===== src/rtl/alu_arb_pkg.sv =====
// Shared definitions for the ALU arbiter: ALU control codes, FSM state
// encoding and a round-robin pointer helper.
package alu_arb_pkg;

    localparam int ALU_CTRL_W = 4;

    // ALU control codes understood by the downstream ALU
    localparam logic [ALU_CTRL_W-1:0] ALU_AND = 4'b0000;
    localparam logic [ALU_CTRL_W-1:0] ALU_OR  = 4'b0001;
    localparam logic [ALU_CTRL_W-1:0] ALU_ADD = 4'b0010;
    localparam logic [ALU_CTRL_W-1:0] ALU_SUB = 4'b0110;
    localparam logic [ALU_CTRL_W-1:0] ALU_SLT = 4'b0111;
    localparam logic [ALU_CTRL_W-1:0] ALU_NOR = 4'b1100;

    // Arbiter FSM: accept in IDLE, let the ALU settle in EXEC, hold result in RESP
    typedef enum logic [1:0] {
        IDLE = 2'd0,
        EXEC = 2'd1,
        RESP = 2'd2
    } arb_state_t;

    // Index following idx in a ring of n entries
    function automatic int unsigned rr_next(input int unsigned idx, input int unsigned n);
        return (idx + 1 >= n) ? 0 : idx + 1;
    endfunction

endpackage


===== src/rtl/alu_arbiter_if.sv =====
// Requester-side bus of the ALU arbiter: request valid/ready with operands,
// one-hot response valid/ready with a shared result bus.
// Optional feature macro: ALU_ARB_LOCK_EN adds req_lock (per-requester lock).
interface alu_arbiter_if
    import alu_arb_pkg::*;
#(
    parameter int NUM_REQ = 2,
    parameter int DATA_W  = 32
);
    logic [NUM_REQ-1:0]            req_valid;
    logic [NUM_REQ-1:0]            req_ready;
    logic [ALU_CTRL_W*NUM_REQ-1:0] req_ctrl;
    logic [DATA_W*NUM_REQ-1:0]     req_a;
    logic [DATA_W*NUM_REQ-1:0]     req_b;
    logic [NUM_REQ-1:0]            rsp_valid;
    logic [NUM_REQ-1:0]            rsp_ready;
    logic [DATA_W-1:0]             rsp_data;
    logic                          rsp_zero;
`ifdef ALU_ARB_LOCK_EN
    logic [NUM_REQ-1:0]            req_lock;

    // Requesting units
    modport master (
        output req_valid, req_ctrl, req_a, req_b, rsp_ready, req_lock,
        input  req_ready, rsp_valid, rsp_data, rsp_zero
    );

    // The arbiter
    modport slave (
        input  req_valid, req_ctrl, req_a, req_b, rsp_ready, req_lock,
        output req_ready, rsp_valid, rsp_data, rsp_zero
    );
`else
    // Requesting units
    modport master (
        output req_valid, req_ctrl, req_a, req_b, rsp_ready,
        input  req_ready, rsp_valid, rsp_data, rsp_zero
    );

    // The arbiter
    modport slave (
        input  req_valid, req_ctrl, req_a, req_b, rsp_ready,
        output req_ready, rsp_valid, rsp_data, rsp_zero
    );
`endif

endinterface


===== src/rtl/alu_arbiter_rr.sv =====
// Combinational round-robin arbiter: picks the first asserted request at or
// after ptr, wrapping from NUM_REQ-1 back to 0.
module rr_arbiter #(
    parameter int NUM_REQ = 2,
    parameter int IDX_W   = (NUM_REQ > 1) ? $clog2(NUM_REQ) : 1
) (
    input  logic [NUM_REQ-1:0] req,
    input  logic [IDX_W-1:0]   ptr,
    output logic [NUM_REQ-1:0] grant,
    output logic [IDX_W-1:0]   grant_idx,
    output logic               any
);
    logic [NUM_REQ-1:0] upper_mask;
    logic [NUM_REQ-1:0] upper_req;
    logic [NUM_REQ-1:0] pick_from;

    // Requests at or above the pointer take priority; otherwise wrap to the bottom
    genvar gi;
    generate
        for (gi = 0; gi < NUM_REQ; gi++) begin : g_mask
            assign upper_mask[gi] = (gi >= int'(ptr));
        end
    endgenerate

    assign upper_req = req & upper_mask;
    assign pick_from = (|upper_req) ? upper_req : req;
    assign any       = |req;

    // Lowest set bit of the selected window wins
    always_comb begin
        grant_idx = '0;
        for (int i = NUM_REQ - 1; i >= 0; i--) begin
            if (pick_from[i]) begin
                grant_idx = IDX_W'(i);
            end
        end
    end

    generate
        for (gi = 0; gi < NUM_REQ; gi++) begin : g_grant
            assign grant[gi] = any && (grant_idx == IDX_W'(gi));
        end
    endgenerate

endmodule


===== src/rtl/alu_arbiter.sv =====
// ALU arbiter: shares one ALU between NUM_REQ requesters with round-robin
// grant, one operation in flight, response held until consumed.
// Optional feature macro: ALU_ARB_LOCK_EN (req_lock keeps the grant with the
// current requester across its response handshake).
module alu_arbiter
    import alu_arb_pkg::*;
#(
    parameter int NUM_REQ = 2,
    parameter int DATA_W  = 32
) (
    input  logic                  clk,
    input  logic                  rst_n,
    alu_arbiter_if.slave          bus,
    output logic [ALU_CTRL_W-1:0] alu_ctrl,
    output logic [DATA_W-1:0]     alu_a,
    output logic [DATA_W-1:0]     alu_b,
    input  logic [DATA_W-1:0]     alu_result,
    input  logic                  alu_zero
);
    localparam int IDX_W = (NUM_REQ > 1) ? $clog2(NUM_REQ) : 1;

    arb_state_t               state_reg;
    logic [IDX_W-1:0]         grant_reg;
    logic [IDX_W-1:0]         rr_ptr_reg;
    logic [NUM_REQ-1:0]       rsp_valid_reg;
    logic [DATA_W-1:0]        rsp_data_reg;
    logic                     rsp_zero_reg;
    logic [ALU_CTRL_W-1:0]    alu_ctrl_reg;
    logic [DATA_W-1:0]        alu_a_reg;
    logic [DATA_W-1:0]        alu_b_reg;

    logic [NUM_REQ-1:0]       arb_grant;
    logic [IDX_W-1:0]         arb_idx;
    logic                     arb_any;
    logic [NUM_REQ-1:0]       grant_oh;
    logic [IDX_W-1:0]         rr_ptr_next;
    logic [ALU_CTRL_W-1:0]    ctrl_arr [NUM_REQ];
    logic [DATA_W-1:0]        a_arr    [NUM_REQ];
    logic [DATA_W-1:0]        b_arr    [NUM_REQ];

    rr_arbiter #(
        .NUM_REQ (NUM_REQ),
        .IDX_W   (IDX_W)
    ) u_rr (
        .req       (bus.req_valid),
        .ptr       (rr_ptr_reg),
        .grant     (arb_grant),
        .grant_idx (arb_idx),
        .any       (arb_any)
    );

    // Split the flat request buses into per-requester slices
    genvar gi;
    generate
        for (gi = 0; gi < NUM_REQ; gi++) begin : g_slice
            assign ctrl_arr[gi] = bus.req_ctrl[gi*ALU_CTRL_W +: ALU_CTRL_W];
            assign a_arr[gi]    = bus.req_a[gi*DATA_W +: DATA_W];
            assign b_arr[gi]    = bus.req_b[gi*DATA_W +: DATA_W];
            assign grant_oh[gi] = (grant_reg == IDX_W'(gi));
        end
    endgenerate

    // Pointer after a completed op: advance past the winner unless it holds a lock
    always_comb begin
        rr_ptr_next = IDX_W'(rr_next(32'(grant_reg), NUM_REQ));
`ifdef ALU_ARB_LOCK_EN
        if (bus.req_lock[grant_reg]) begin
            rr_ptr_next = grant_reg;
        end
`endif
    end

    // Accept is combinational in IDLE only; held low while reset is asserted
    assign bus.req_ready = (rst_n && state_reg == IDLE) ? arb_grant : '0;
    assign bus.rsp_valid = rsp_valid_reg;
    assign bus.rsp_data  = rsp_data_reg;
    assign bus.rsp_zero  = rsp_zero_reg;
    assign alu_ctrl      = alu_ctrl_reg;
    assign alu_a         = alu_a_reg;
    assign alu_b         = alu_b_reg;

    // Arbitration FSM with registered ALU drive and response outputs
    always_ff @(posedge clk or negedge rst_n) begin
        if (!rst_n) begin
            state_reg     <= IDLE;
            grant_reg     <= '0;
            rr_ptr_reg    <= '0;
            rsp_valid_reg <= '0;
            rsp_data_reg  <= '0;
            rsp_zero_reg  <= 1'b0;
            alu_ctrl_reg  <= '0;
            alu_a_reg     <= '0;
            alu_b_reg     <= '0;
        end else begin
            case (state_reg)
                IDLE: begin
                    if (arb_any) begin
                        grant_reg    <= arb_idx;
                        alu_ctrl_reg <= ctrl_arr[arb_idx];
                        alu_a_reg    <= a_arr[arb_idx];
                        alu_b_reg    <= b_arr[arb_idx];
                        state_reg    <= EXEC;
                    end
                end
                EXEC: begin
                    rsp_data_reg  <= alu_result;
                    rsp_zero_reg  <= alu_zero;
                    rsp_valid_reg <= grant_oh;
                    state_reg     <= RESP;
                end
                RESP: begin
                    if (bus.rsp_ready[grant_reg]) begin
                        rsp_valid_reg <= '0;
                        rr_ptr_reg    <= rr_ptr_next;
                        state_reg     <= IDLE;
                    end
                end
                default: begin
                    state_reg <= IDLE;
                end
            endcase
        end
    end

endmodule

===== src/flat_wrapper.sv =====
// flat-port wrapper written by rule: the top's interface ports become plain ports
module alu_arbiter_flat import alu_arb_pkg::*;
#(
    parameter int NUM_REQ = 2,
    parameter int DATA_W  = 32
)
  (clk, rst_n, alu_ctrl, alu_a, alu_b, alu_result, alu_zero, bus_req_valid, bus_req_ctrl, bus_req_a, bus_req_b, bus_rsp_ready, bus_req_ready, bus_rsp_valid, bus_rsp_data, bus_rsp_zero);
  alu_arbiter_if #(.NUM_REQ(NUM_REQ), .DATA_W(DATA_W)) bus_i ();
  input  logic clk;
  input  logic rst_n;
  output logic [ALU_CTRL_W-1:0] alu_ctrl;
  output logic [DATA_W-1:0] alu_a;
  output logic [DATA_W-1:0] alu_b;
  input  logic [DATA_W-1:0] alu_result;
  input  logic alu_zero;
  input wire logic [$bits(bus_i.req_valid)-1:0] bus_req_valid;
  input wire logic [$bits(bus_i.req_ctrl)-1:0] bus_req_ctrl;
  input wire logic [$bits(bus_i.req_a)-1:0] bus_req_a;
  input wire logic [$bits(bus_i.req_b)-1:0] bus_req_b;
  input wire logic [$bits(bus_i.rsp_ready)-1:0] bus_rsp_ready;
  output wire logic [$bits(bus_i.req_ready)-1:0] bus_req_ready;
  output wire logic [$bits(bus_i.rsp_valid)-1:0] bus_rsp_valid;
  output wire logic [$bits(bus_i.rsp_data)-1:0] bus_rsp_data;
  output wire logic [$bits(bus_i.rsp_zero)-1:0] bus_rsp_zero;
  assign bus_i.req_valid = bus_req_valid;
  assign bus_i.req_ctrl = bus_req_ctrl;
  assign bus_i.req_a = bus_req_a;
  assign bus_i.req_b = bus_req_b;
  assign bus_i.rsp_ready = bus_rsp_ready;
  assign bus_req_ready = bus_i.req_ready;
  assign bus_rsp_valid = bus_i.rsp_valid;
  assign bus_rsp_data = bus_i.rsp_data;
  assign bus_rsp_zero = bus_i.rsp_zero;
  alu_arbiter #(.NUM_REQ(NUM_REQ), .DATA_W(DATA_W)) u_core (.clk(clk), .rst_n(rst_n), .bus(bus_i), .alu_ctrl(alu_ctrl), .alu_a(alu_a), .alu_b(alu_b), .alu_result(alu_result), .alu_zero(alu_zero));
endmodule

===== config.mk =====
export PLATFORM = sky130hd
export DESIGN_NAME = alu_arbiter_flat
export DESIGN_NICKNAME = d
export VERILOG_FILES = /design/src/rtl/alu_arb_pkg.sv /design/src/rtl/alu_arbiter_if.sv /design/src/rtl/alu_arbiter_rr.sv /design/src/rtl/alu_arbiter.sv /design/src/flat_wrapper.sv
export SDC_FILE = /design/constraint.sdc
export NUM_CORES = 1
export LEC_CHECK = 0
export BUFFER_PORTS_ARGS = -buffer_cell sky130_fd_sc_hd__buf_2
export CAP_MARGIN = 20
export CORE_MARGIN = 3
export CORE_UTILIZATION = 40
export DETAILED_ROUTE_END_ITERATION = 16
export PLACE_DENSITY = 0.77
export SETUP_SLACK_MARGIN = 0.05
export SLEW_MARGIN = 0
export SYNTH_ARGS = -nofsm -noshare
export SYNTH_HDL_FRONTEND = slang
export SYNTH_SLANG_ARGS = --single-unit

===== constraint.sdc =====
create_clock -name clk -period 1.4 [get_ports clk]
set_input_delay 0.07 -clock clk [delete_from_list [all_inputs] [get_ports clk]]
set_output_delay 0.07 -clock clk [all_outputs]
set_load 0.1 [all_outputs]

==> out/results.tsv <==
stage	metric	value	unit
grt	grt_util_all_layers	30.0	%
run_status	status	finished, violations left	
route	drt_iter0_drc	701	
cells_and_area	drive_gt1_share	36.5	%
synth	synth-edff-count	0	
route	via_per_inst	5.61	
floorplanning	fp.dieArea	0.0137	mm2
worst_setup_path	crit_path_max_fanout	4	
timing	fmax	0.683	GHz
hold_path	whs_endpoint	u_core.alu_a[8]	
synth	synth_cell_types	25	
grt	grt_pass1_wl	32000	um
job	max-cap-violations	0	
clock_tree	h-tree-depth	3	
worst_setup_path	r2r_cells	6	
worst_setup_path	crit_required	1.33	ns
cells_and_area	multiInputGateArea	0.00209	mm2
cells_and_area	fillers	872	
route	dr.pass1.iters	5	
worst_setup_path	r2r_slack	-0.05	ns
clock_tree	insertion_delay	0.35	ns
cells_and_area	area_delta_synth_final	72.6	%
timing	fin_ws	-0.0648	ns
cells_and_area	fin_util	72.5	%
route	wl	21900	um
synth	synth_warnings	0	
route	ant_nets	0	
timing	rsz0062_at_grt	true	
floorplanning	start_util	42.0	%
placement	dpl.hpwl	12300	um
route	avgRoutedWirePerCell	19.4	um
cells_and_area	nNetsFinal	1136	
placement	port_buffers	279	
floorplanning	io_pins	280	
clock_tree	cts.clk_slew.worst_paths	0.07	ns
synth	synth_cells	569	
cells_and_area	layout_commonest_cell	buf_2	
clock_tree	cts-buffers-inserted	9	
floorplanning	die_x	117	um
timing	finClkSkew	0.00630	ns
run_status	violations	negative setup slack	
hold_path	hold_path.class	input port to flop	
synth	yosysSeqAreaShare	54.2	%
route	drc_errors	0	
grt	overflow	0	
worst_setup_path	cp-end-kind	output port	
placement	postPlaceCellArea	0.00666	mm2
timing	setup_viol	49	
timing	period_minus_slack	1.46	ns
synth	ys.flop_type	dfrtp_1	
worst_setup_path	r2r-end	u_core.alu_a[12]	
floorplanning	rows	39	
clock_tree	cts_tree	yes	
timing	finalMaxSlewViolations	0	
timing	slew_headroom	38.6	%
worst_setup_path	r2r-start	u_core.state_reg[0]	
grt	grt_max_degree	68	
clock_tree	cts_root_buffer	clkbuf_16	
timing	final.period_utilization	105	%
clock_tree	cts_num_sinks	107	
synth	synthesis.area	0.00494	mm2
synth	async_flop_share	100	%
worst_setup_path	worst_ep_arrival_time	1.39	ns
worst_setup_path	critPathKind	flop to output port	
synth	ys_ff_latch	107	
floorplanning	core	0.0118	mm2
cells_and_area	final_cell_mix	buf_2, dlygate4sd3_1, dfrtp_1	
hold_path	holdCritStartpoint	bus_req_a[40]	
cells_and_area	final_area	0.00853	mm2
placement	gp_congestion	0.909	
synth	postSynthAreaPerCell	8.69	um2
timing	tightest_slew	0.922	ns
grt	antenna_found_initial	2	
floorplanning	dieHeight	117	um
synth	syn-num-nets	744	
worst_setup_path	startpoint_type	flop	
hold_path	hold_path_depth	3	
cells_and_area	regArea	0.00268	mm2
grt	grt_pass1_vias	6339	
timing	hold_viol	0	
clock_tree	cts_max_path_buffers	2	
route	vias	6357	
-- synth_stat cells (all sizes together) (2+ instances only) --
library cell | n | area [um2]
nor2 | 2 | 7.51
inv | 2 | 7.51
nand3 | 68 | 340
buf | 16 | 104
dfrtp | 107 | 2680
nand2 | 104 | 390
nor2b | 4 | 25.0
clkbuf | 45 | 169
nand2b | 2 | 12.5
o21ai | 69 | 345
a31oi | 68 | 425
a21oi | 72 | 360
-- how the worst max path moves through the flow --
stage	startpoint	end	slack [ns]	cells past startpoint
CTS	u_core.state_reg[1]	bus_req_ready[0]	-0.08	4
detailed placement	bus_req_valid[1]	u_core.alu_a[19]	0.06	5
finish	u_core.state_reg[0]	bus_req_ready[0]	-0.06	4
global placement	bus_req_valid[1]	u_core.alu_a[21]	0.05	5
floorplan	u_core.rr_ptr_reg	u_core.alu_a[0]	0.07	5
global route	u_core.state_reg[0]	bus_req_ready[0]	-0.10	4
-- area by class of cell --
class | instances | share of cell area, %
Multi-Input combinational cell | 400 | 24.4
Antenna cell | 3 | 0.0880
Clock buffer | 11 | 2.96
Clock inverter | 5 | 0.704
Inverter | 2 | 0.0880
Tap cell | 164 | 2.41
Sequential cell | 107 | 31.4
Timing Repair Buffer | 441 | 37.9
-- per-stage QoR --
| step | hold slack [ns] | instances | setup TNS (ns) | worst slack (ns) |
|---|---|---|---|---|
| 6_report | 0.00653 | 1133 | -1.10 | -0.0648 |
| 5_1_grt | 0.0143 | 1132 | -3.94 | -0.103 |
| 4_1_cts | 0.0000530 | 1120 | -0.131 | -0.0783 |
| 3_5_place_dp | -0.0144 | 977 | 0 | 0.0553 |
| 3_3_place_gp | -0.0150 | 977 | 0 | 0.0513 |
| 2_1_floorplan | -0.226 | 569 | 0 | 0.0737 |
-- critical path: stages, from the launching register on --
cell     delay, ns
dfrtp_1       0.41
nor2_4        0.15
buf_12        0.11
and4_4        0.21
buf_12        0.17
-- per-layer routing --
metal  vias up  GRT usage, %  share of wire [%]
met2       449          52.6                 51
li1       2815             -                  -
met3       105          6.27                9.0
met4         0          17.7                4.9
met5         -             0                  0
met1      2988          33.6                 35
-- cell families (layout without fill, tap and decap cells) --
family / Yosys count / after routing / share of synthesized area (%)
other: 0 / 3 / 0
AO/OA/AOI/OAI: 214 / 214 / 23.7
flip-flops: 107 / 107 / 54.2
AND/OR/NAND/NOR: 185 / 186 / 16.4
buffers and inverters: 63 / 459 / 5.67
-- timing repair --
action,in CTS,in global routing
buffers inserted,5,2
hold buffers,121,0
endpoints found under the setup margin,2,123
gates cloned,1,9
gates resized for setup,9,14
pin swaps,2,4
hold endpoints to repair,129,0
Power is left out: the tool's default activity adds up to more than one toggle a clock period on the data nets, which glitch-free logic cannot reach.
